<file path="config.mk">
export PLATFORM = sky130hd
export DESIGN_NAME = axi_port_decode_errslv
export DESIGN_NICKNAME = d
export VERILOG_FILES = /design/src/rtl/axi_port_decode_pkg.sv /design/src/rtl/axi_port_decode_errslv_match.sv /design/src/rtl/axi_port_decode_errslv.sv
export SDC_FILE = /design/constraint.sdc
export NUM_CORES = 2
export LEC_CHECK = 0
export ABC_AREA = 0
export BUFFER_PORTS_ARGS = -buffer_cell sky130_fd_sc_hd__buf_2
export CAP_MARGIN = 20
export CORE_AREA = 5 5 298 300
export CTS_CLUSTER_SIZE = 25
export DETAILED_ROUTE_END_ITERATION = 12
export DIE_AREA = 0 0 303 305
export GPL_TIMING_DRIVEN = 0
export SYNTH_ARGS = -nofsm -noshare
export SYNTH_HDL_FRONTEND = slang
export SYNTH_SLANG_ARGS = --single-unit
</file>
<file path="constraint.sdc">
create_clock -name clk_i -period 3.59 [get_ports clk_i]
set_input_delay 0.1795 -clock clk_i [delete_from_list [all_inputs] [get_ports clk_i]]
set_output_delay 0.1795 -clock clk_i [all_outputs]
set_load 0.02 [all_outputs]
</file>
<file path="src/rtl/axi_port_decode_pkg.sv">
// Shared constants and rule type for the slave-port decoder and decode-error responder.
package axi_port_decode_pkg;

  localparam logic [1:0]  RESP_DECERR = 2'b11;
  localparam logic [31:0] ERR_DATA    = 32'hBADCAB1E;

  localparam int unsigned RULE_IDX_W  = 2;
  localparam int unsigned RULE_ADDR_W = 64;

  typedef struct packed {
    logic [RULE_IDX_W-1:0]  idx;
    logic [RULE_ADDR_W-1:0] start_addr;
    logic [RULE_ADDR_W-1:0] end_addr;
  } xbar_rule_t;

endpackage

</file>
<file path="src/rtl/axi_port_decode_errslv_match.sv">
// Address rule matcher: NoRules half-open range comparators, highest-index hit wins.
module addr_rule_match
  import axi_port_decode_pkg::*;
#(
  parameter int unsigned NoRules   = 4,
  parameter int unsigned AddrWidth = 64,
  parameter int unsigned IdxW      = 2
) (
  input  logic [NoRules*IdxW-1:0]      rule_idx_i,
  input  logic [NoRules*AddrWidth-1:0] rule_start_i,
  input  logic [NoRules*AddrWidth-1:0] rule_end_i,
  input  logic [AddrWidth-1:0]         addr_i,
  output logic                         hit_o,
  output logic [IdxW-1:0]              idx_o
);

  // Ascending scan so a later (higher-index) hit overrides earlier ones.
  always_comb begin
    hit_o = 1'b0;
    idx_o = '0;
    for (int unsigned k = 0; k < NoRules; k++) begin
      if ((addr_i >= rule_start_i[k*AddrWidth +: AddrWidth]) &&
          (addr_i <  rule_end_i[k*AddrWidth +: AddrWidth])) begin
        hit_o = 1'b1;
        idx_o = rule_idx_i[k*IdxW +: IdxW];
      end
    end
  end

endmodule

</file>
<file path="src/rtl/axi_port_decode_errslv.sv">
// Slave-port address decode plus built-in DECERR subordinate.
// Optional macro AXI_DECODE_DEFAULT_PORT_EN adds a default master port for misses.
module axi_port_decode_errslv
  import axi_port_decode_pkg::*;
#(
  parameter int unsigned NoMstPorts = 4,
  parameter int unsigned NoRules    = 4,
  parameter int unsigned AddrWidth  = 64,
  parameter int unsigned IdWidth    = 4,
  parameter int unsigned DataWidth  = 64,
  parameter int unsigned MaxTrans   = 4,
  parameter int unsigned SelW       = $clog2(NoMstPorts + 1),
  parameter int unsigned IdxW       = $clog2(NoMstPorts)
) (
  input  logic                         clk_i,
  input  logic                         rst_ni,
`ifdef AXI_DECODE_DEFAULT_PORT_EN
  input  logic                         en_default_mst_port_i,
  input  logic [IdxW-1:0]              default_mst_port_i,
`endif
  input  logic [NoRules*IdxW-1:0]      rule_idx_i,
  input  logic [NoRules*AddrWidth-1:0] rule_start_i,
  input  logic [NoRules*AddrWidth-1:0] rule_end_i,
  input  logic [AddrWidth-1:0]         aw_addr_i,
  input  logic [AddrWidth-1:0]         ar_addr_i,
  output logic [SelW-1:0]              aw_select_o,
  output logic [SelW-1:0]              ar_select_o,
  output logic                         aw_dec_error_o,
  output logic                         ar_dec_error_o,
  input  logic                         err_aw_valid_i,
  output logic                         err_aw_ready_o,
  input  logic [IdWidth-1:0]           err_aw_id_i,
  input  logic [7:0]                   err_aw_len_i,
  input  logic                         err_w_valid_i,
  output logic                         err_w_ready_o,
  input  logic                         err_w_last_i,
  output logic                         err_b_valid_o,
  input  logic                         err_b_ready_i,
  output logic [IdWidth-1:0]           err_b_id_o,
  output logic [1:0]                   err_b_resp_o,
  input  logic                         err_ar_valid_i,
  output logic                         err_ar_ready_o,
  input  logic [IdWidth-1:0]           err_ar_id_i,
  input  logic [7:0]                   err_ar_len_i,
  output logic                         err_r_valid_o,
  input  logic                         err_r_ready_i,
  output logic [IdWidth-1:0]           err_r_id_o,
  output logic [DataWidth-1:0]         err_r_data_o,
  output logic [1:0]                   err_r_resp_o,
  output logic                         err_r_last_o
);

  localparam int unsigned PtrW = (MaxTrans > 1) ? $clog2(MaxTrans) : 1;
  localparam int unsigned CntW = $clog2(MaxTrans + 1);

  function automatic logic [PtrW-1:0] ptr_next(input logic [PtrW-1:0] p);
    return (p == PtrW'(MaxTrans - 1)) ? '0 : p + 1'b1;
  endfunction

  // ---------------- address decode ----------------
  logic            w_aw_hit, w_ar_hit;
  logic [IdxW-1:0] w_aw_idx, w_ar_idx;
  logic [SelW-1:0] w_miss_sel;
  logic            w_miss_err;

  addr_rule_match #(
    .NoRules   (NoRules),
    .AddrWidth (AddrWidth),
    .IdxW      (IdxW)
  ) u_aw_match (
    .rule_idx_i   (rule_idx_i),
    .rule_start_i (rule_start_i),
    .rule_end_i   (rule_end_i),
    .addr_i       (aw_addr_i),
    .hit_o        (w_aw_hit),
    .idx_o        (w_aw_idx)
  );

  addr_rule_match #(
    .NoRules   (NoRules),
    .AddrWidth (AddrWidth),
    .IdxW      (IdxW)
  ) u_ar_match (
    .rule_idx_i   (rule_idx_i),
    .rule_start_i (rule_start_i),
    .rule_end_i   (rule_end_i),
    .addr_i       (ar_addr_i),
    .hit_o        (w_ar_hit),
    .idx_o        (w_ar_idx)
  );

`ifdef AXI_DECODE_DEFAULT_PORT_EN
  assign w_miss_sel = en_default_mst_port_i ? SelW'(default_mst_port_i) : SelW'(NoMstPorts);
  assign w_miss_err = !en_default_mst_port_i;
`else
  assign w_miss_sel = SelW'(NoMstPorts);
  assign w_miss_err = 1'b1;
`endif

  assign aw_select_o    = w_aw_hit ? SelW'(w_aw_idx) : w_miss_sel;
  assign ar_select_o    = w_ar_hit ? SelW'(w_ar_idx) : w_miss_sel;
  assign aw_dec_error_o = !w_aw_hit && w_miss_err;
  assign ar_dec_error_o = !w_ar_hit && w_miss_err;

  // ---------------- write path ----------------
  logic [IdWidth-1:0] r_wid_mem [MaxTrans];
  logic [PtrW-1:0]    r_wwr, r_wrd;
  logic [CntW-1:0]    r_wcnt;
  logic               r_wdone;
  logic               w_aw_push, w_w_hs, w_b_pop;
  logic               w_unused_awlen;

  assign w_unused_awlen = ^err_aw_len_i;

  assign err_aw_ready_o = rst_ni && (r_wcnt < CntW'(MaxTrans));
  assign err_w_ready_o  = rst_ni && (r_wcnt != '0) && !r_wdone;
  assign err_b_valid_o  = rst_ni && r_wdone;
  assign err_b_id_o     = r_wid_mem[r_wrd];
  assign err_b_resp_o   = RESP_DECERR;

  assign w_aw_push = err_aw_valid_i && err_aw_ready_o;
  assign w_w_hs    = err_w_valid_i && err_w_ready_o;
  assign w_b_pop   = err_b_valid_o && err_b_ready_i;

  always_ff @(posedge clk_i) begin
    if (w_aw_push) r_wid_mem[r_wwr] <= err_aw_id_i;
  end

  always_ff @(posedge clk_i) begin
    if (!rst_ni) begin
      r_wwr   <= '0;
      r_wrd   <= '0;
      r_wcnt  <= '0;
      r_wdone <= 1'b0;
    end else begin
      if (w_aw_push) r_wwr <= ptr_next(r_wwr);
      if (w_b_pop)   r_wrd <= ptr_next(r_wrd);
      case ({w_aw_push, w_b_pop})
        2'b10:   r_wcnt <= r_wcnt + 1'b1;
        2'b01:   r_wcnt <= r_wcnt - 1'b1;
        default: r_wcnt <= r_wcnt;
      endcase
      // W ready is low while done is set, so last-handshake and B-pop never coincide.
      if (w_w_hs && err_w_last_i) r_wdone <= 1'b1;
      else if (w_b_pop)           r_wdone <= 1'b0;
    end
  end

  // ---------------- read path ----------------
  logic [IdWidth-1:0] r_rid_mem  [MaxTrans];
  logic [7:0]         r_rlen_mem [MaxTrans];
  logic [PtrW-1:0]    r_rwr, r_rrd;
  logic [CntW-1:0]    r_rcnt;
  logic [7:0]         r_beat;
  logic               w_ar_push, w_r_hs;

  assign err_ar_ready_o = rst_ni && (r_rcnt < CntW'(MaxTrans));
  assign err_r_valid_o  = rst_ni && (r_rcnt != '0);
  assign err_r_id_o     = r_rid_mem[r_rrd];
  assign err_r_resp_o   = RESP_DECERR;
  assign err_r_last_o   = (r_beat == r_rlen_mem[r_rrd]);

  assign w_ar_push = err_ar_valid_i && err_ar_ready_o;
  assign w_r_hs    = err_r_valid_o && err_r_ready_i;

  always_comb begin
    err_r_data_o = '0;
    for (int unsigned i = 0; i < DataWidth; i++) begin
      err_r_data_o[i] = ERR_DATA[i % 32];
    end
  end

  always_ff @(posedge clk_i) begin
    if (w_ar_push) begin
      r_rid_mem[r_rwr]  <= err_ar_id_i;
      r_rlen_mem[r_rwr] <= err_ar_len_i;
    end
  end

  always_ff @(posedge clk_i) begin
    if (!rst_ni) begin
      r_rwr  <= '0;
      r_rrd  <= '0;
      r_rcnt <= '0;
      r_beat <= '0;
    end else begin
      if (w_ar_push) r_rwr <= ptr_next(r_rwr);
      if (w_r_hs) begin
        if (err_r_last_o) begin
          r_rrd  <= ptr_next(r_rrd);
          r_beat <= '0;
        end else begin
          r_beat <= r_beat + 1'b1;
        end
      end
      case ({w_ar_push, w_r_hs && err_r_last_o})
        2'b10:   r_rcnt <= r_rcnt + 1'b1;
        2'b01:   r_rcnt <= r_rcnt - 1'b1;
        default: r_rcnt <= r_rcnt;
      endcase
    end
  end

endmodule

</file>
==> metrics.txt <==
clock-pin slew on the worst setup and hold paths=about 0.06 ns; Max Fclk=281.7 MHz; grt total ovfl=0; Commonest cells post-synth=ha_1, inv_1, a21oi_1; EDFF count, synth=64; 1st-pass router iterations=5; max-slew violation count=0; internal power=3.455 mW; Hold WS=approximately 0.063 ns; sequential-to-total area share from yosys stat=8.813%; Final period util=98.88%; FFs w/ async S/R, synth=0%; layout cells sized above 1=between 20% and 30%; row count=108; Comb power frac=64.3%; Vias/cell=5.400; htree depth=3; DRT Wirelength=129.0 mm; endpoints failing hold=0; Bufs and invs on worst path=4; CTS sink cnt=91; Crit Path Category=in -> out; Final Wtd Congestion=approximately 0.97; layout net count=5,884; core box area=0.08594 mm2; Setup WS pre-CTS=-1.349 ns; worst vdd ir=229.4 uV; num ports=770; CP max stage cell=a2111oi_4; sequential power share=18.9%; initial antenna violation count=43; DR WL/cell=24.11 um; vias in the first global route=between 20,000 and 30,000; largest net degree at the start of global routing=15; drt initial violations=1,573; via count=28,890; Cell Area, Synth=~0.028 mm2; final period demand of the worst path=3.550 ns; most frequent cell after synthesis=ha_1; largest delay contributor family on the critical path=simple AND/OR/NAND/NOR gates; Starting Density=between 30 and 40%; Crit path required time=between 3 and 4 ns; crit-path max cell delay=0.49 ns; MaxCap Viol Count=0; Clock Power Share=16.8%; Final ANT Viol Nets=0; TritonCTS clock tree=done; Clk Latency, worst-skew pair=about 0.33 ns; top_reg_cell synth=edfxtp_1; P_sw=2.735 mW; crit-path cells=buf_6, ha_4, nand3_2, or3_4, nor4_4, nand4_1, buf_6, a2111oi_4, nor4_2, o2111a_2, buf_6, and2_4, a211oi_2, buf_4; Slew HR=a little under half; Setup Skew=0.005330 ns; Worst Tran Pin Value=roughly 0.80 ns; Max Buffers Root-to-Sink=2; HPWL Detailed=between 100 and 150 mm; RSZ-0062 raised after global routing=yes; Mapped Cells=3,371; type of the tightest min-delay check=in -> reg; startpoint types=primary input; die area=0.09242 mm2; Synth top area share=between 40% and 50%; Layout area overhead=24.16%; Final Worst Setup Slack=between 0.04 and 0.05 ns; CTS Buf Count=9; leak pwr=19.03 nW; Sw Ratio=44.18%; FF+latch area=0.002462 mm2; status=finished clean; first-pass GRT wire length=182.9 mm; Total GRT Usage=26.43%; final setup vio count=0; DR DRC count=0; die height=305 um; crit path max fanout=8; synth top area cells=ha_1, inv_1, edfxtp_1; flops & latches, synth=91; Die Span X=roughly 300 um; Synth area leader=ha_1; filler cell count=8,859; area of the multi-input gates=~0.024 mm2; Avg Cell Area, Syn=8.289 um2; arrival time of the worst setup path=3.37 ns; Warnings, synthesis=0; Power Density=178.4 mW/mm2; Worst Setup End Kind=output pin; most frequent cell on the critical path=buf_6; clk root buf=clkbuf_16; synth unique cells=82; Port Buf Inserts=693; Reg2Reg Setup Slack=0.30 ns
[worst paths after layout]
check | from | to | depth (start not counted)
hold / removal | err_ar_id_i[0] | r_rid_mem[0][0]$_DFFE_PP_ | 1
setup / recovery | ar_addr_i[54] | ar_select_o[1] | 14
hold reg to reg | r_wwr[1]$_SDFFE_PN0P_ | r_wwr[1]$_SDFFE_PN0P_ | 2
setup reg to reg | flop | r_rcnt[2]$_SDFFE_PN0P_ | 13
[metrics by stage]
step,setup TNS (ns),power (mW),area [um2],cells,utilization [%]
final,0,6.190,34690,5350,40.37
after global routing,-0.1927,6.719,34650,5335,40.32
after CTS,0,6.137,34420,5330,40.05
after detailed placement,-8.054,4.920,33180,5294,38.61
after global placement,-13.11,4.851,33100,5285,38.52
after floorplan,0,3.384,28190,3437,-
[placed cells by master, fill, tap and decap left out, types with 22 or more instances in the layout]
master	netlist	layout
nor2b_1	38	38
and4_1	22	22
a21o_1	170	170
ha_1	1029	1019
o211ai_1	23	23
edfxtp_1	64	64
a211oi_1	50	43
nand3_1	65	60
nor4_1	29	23
nor3_1	44	36
nor2_1	124	122
dfxtp_1	27	27
a21oi_1	286	284
conb_1	2	68
buf_4	70	105
inv_1	535	523
nand4_1	165	165
o21a_1	29	29
nand2_1	151	151
o21ai_0	146	142
buf_2	2	665
[kinds of logic after synthesis]
| kind of cell | count (synthesis) | share of synthesized area (%) |
|---|---|---|
| compound gates | 873 | 19.99 |
| xor+xnor | 19 | 0.5956 |
| fa+ha+maj | 1031 | 46.22 |
| buf+inv | 611 | 9.158 |
| flops | 91 | 8.813 |
| mux | 22 | 1.514 |
| other cells | 2 | 0.02688 |
| simple gates | 722 | 13.68 |
[state kept, by name (all words and copies together), names as in the netlist, named ones only]
signal and flops:
r_beat 8, r_rcnt 3, r_rid_mem 16, r_rlen_mem 32, r_rrd 2, r_rwr 2, r_wcnt 3, r_wdone 1
r_wid_mem 16, r_wrd 2, r_wwr 2
[power groups by stage]
stage	Combinational, mW	Sequential (mW)	Clock, mW
2_1_floorplan	2.19	1.19	0
3_3_place_gp	3.66	1.19	0
3_5_place_dp	3.73	1.19	0
4_1_cts	3.91	1.17	1.06
5_1_grt	4.44	1.17	1.10
6_report	3.98	1.17	1.04
[per-layer routing]
| metal | vias to the layer above | part of all wire [%] | wire length [um] | track usage (%) |
|---|---|---|---|---|
| met5 | - | 0.17 | 221 | 0 |
| met4 | 34 | 5.2 | 6704 | 11.08 |
| met3 | 284 | 8.2 | 10560 | 5.175 |
| met2 | 1174 | 47 | 60050 | 45.68 |
| met1 | 13300 | 40 | 51480 | 31.89 |
| li1 | 14100 | - | - | - |
[cell type report]
cell class              instances  area share (%)
multi-input cells            2735           68.91
repair buffers                725           11.29
flip-flops and latches         91           7.098
inverters                     535           5.832
well taps                    1155           4.166
plain buffers                  76           1.619
clock buffers                  10          0.6600
clock inverters                 5          0.2957
diodes                         18          0.1298
[repair_timing]
action,in CTS,in global routing
setup endpoints to repair,9,9
gates resized for setup,151,46
hold buffers,0,0
buffers inserted,21,2
pin swaps,20,11
Note: power is estimated with default switching activity, not from simulation.
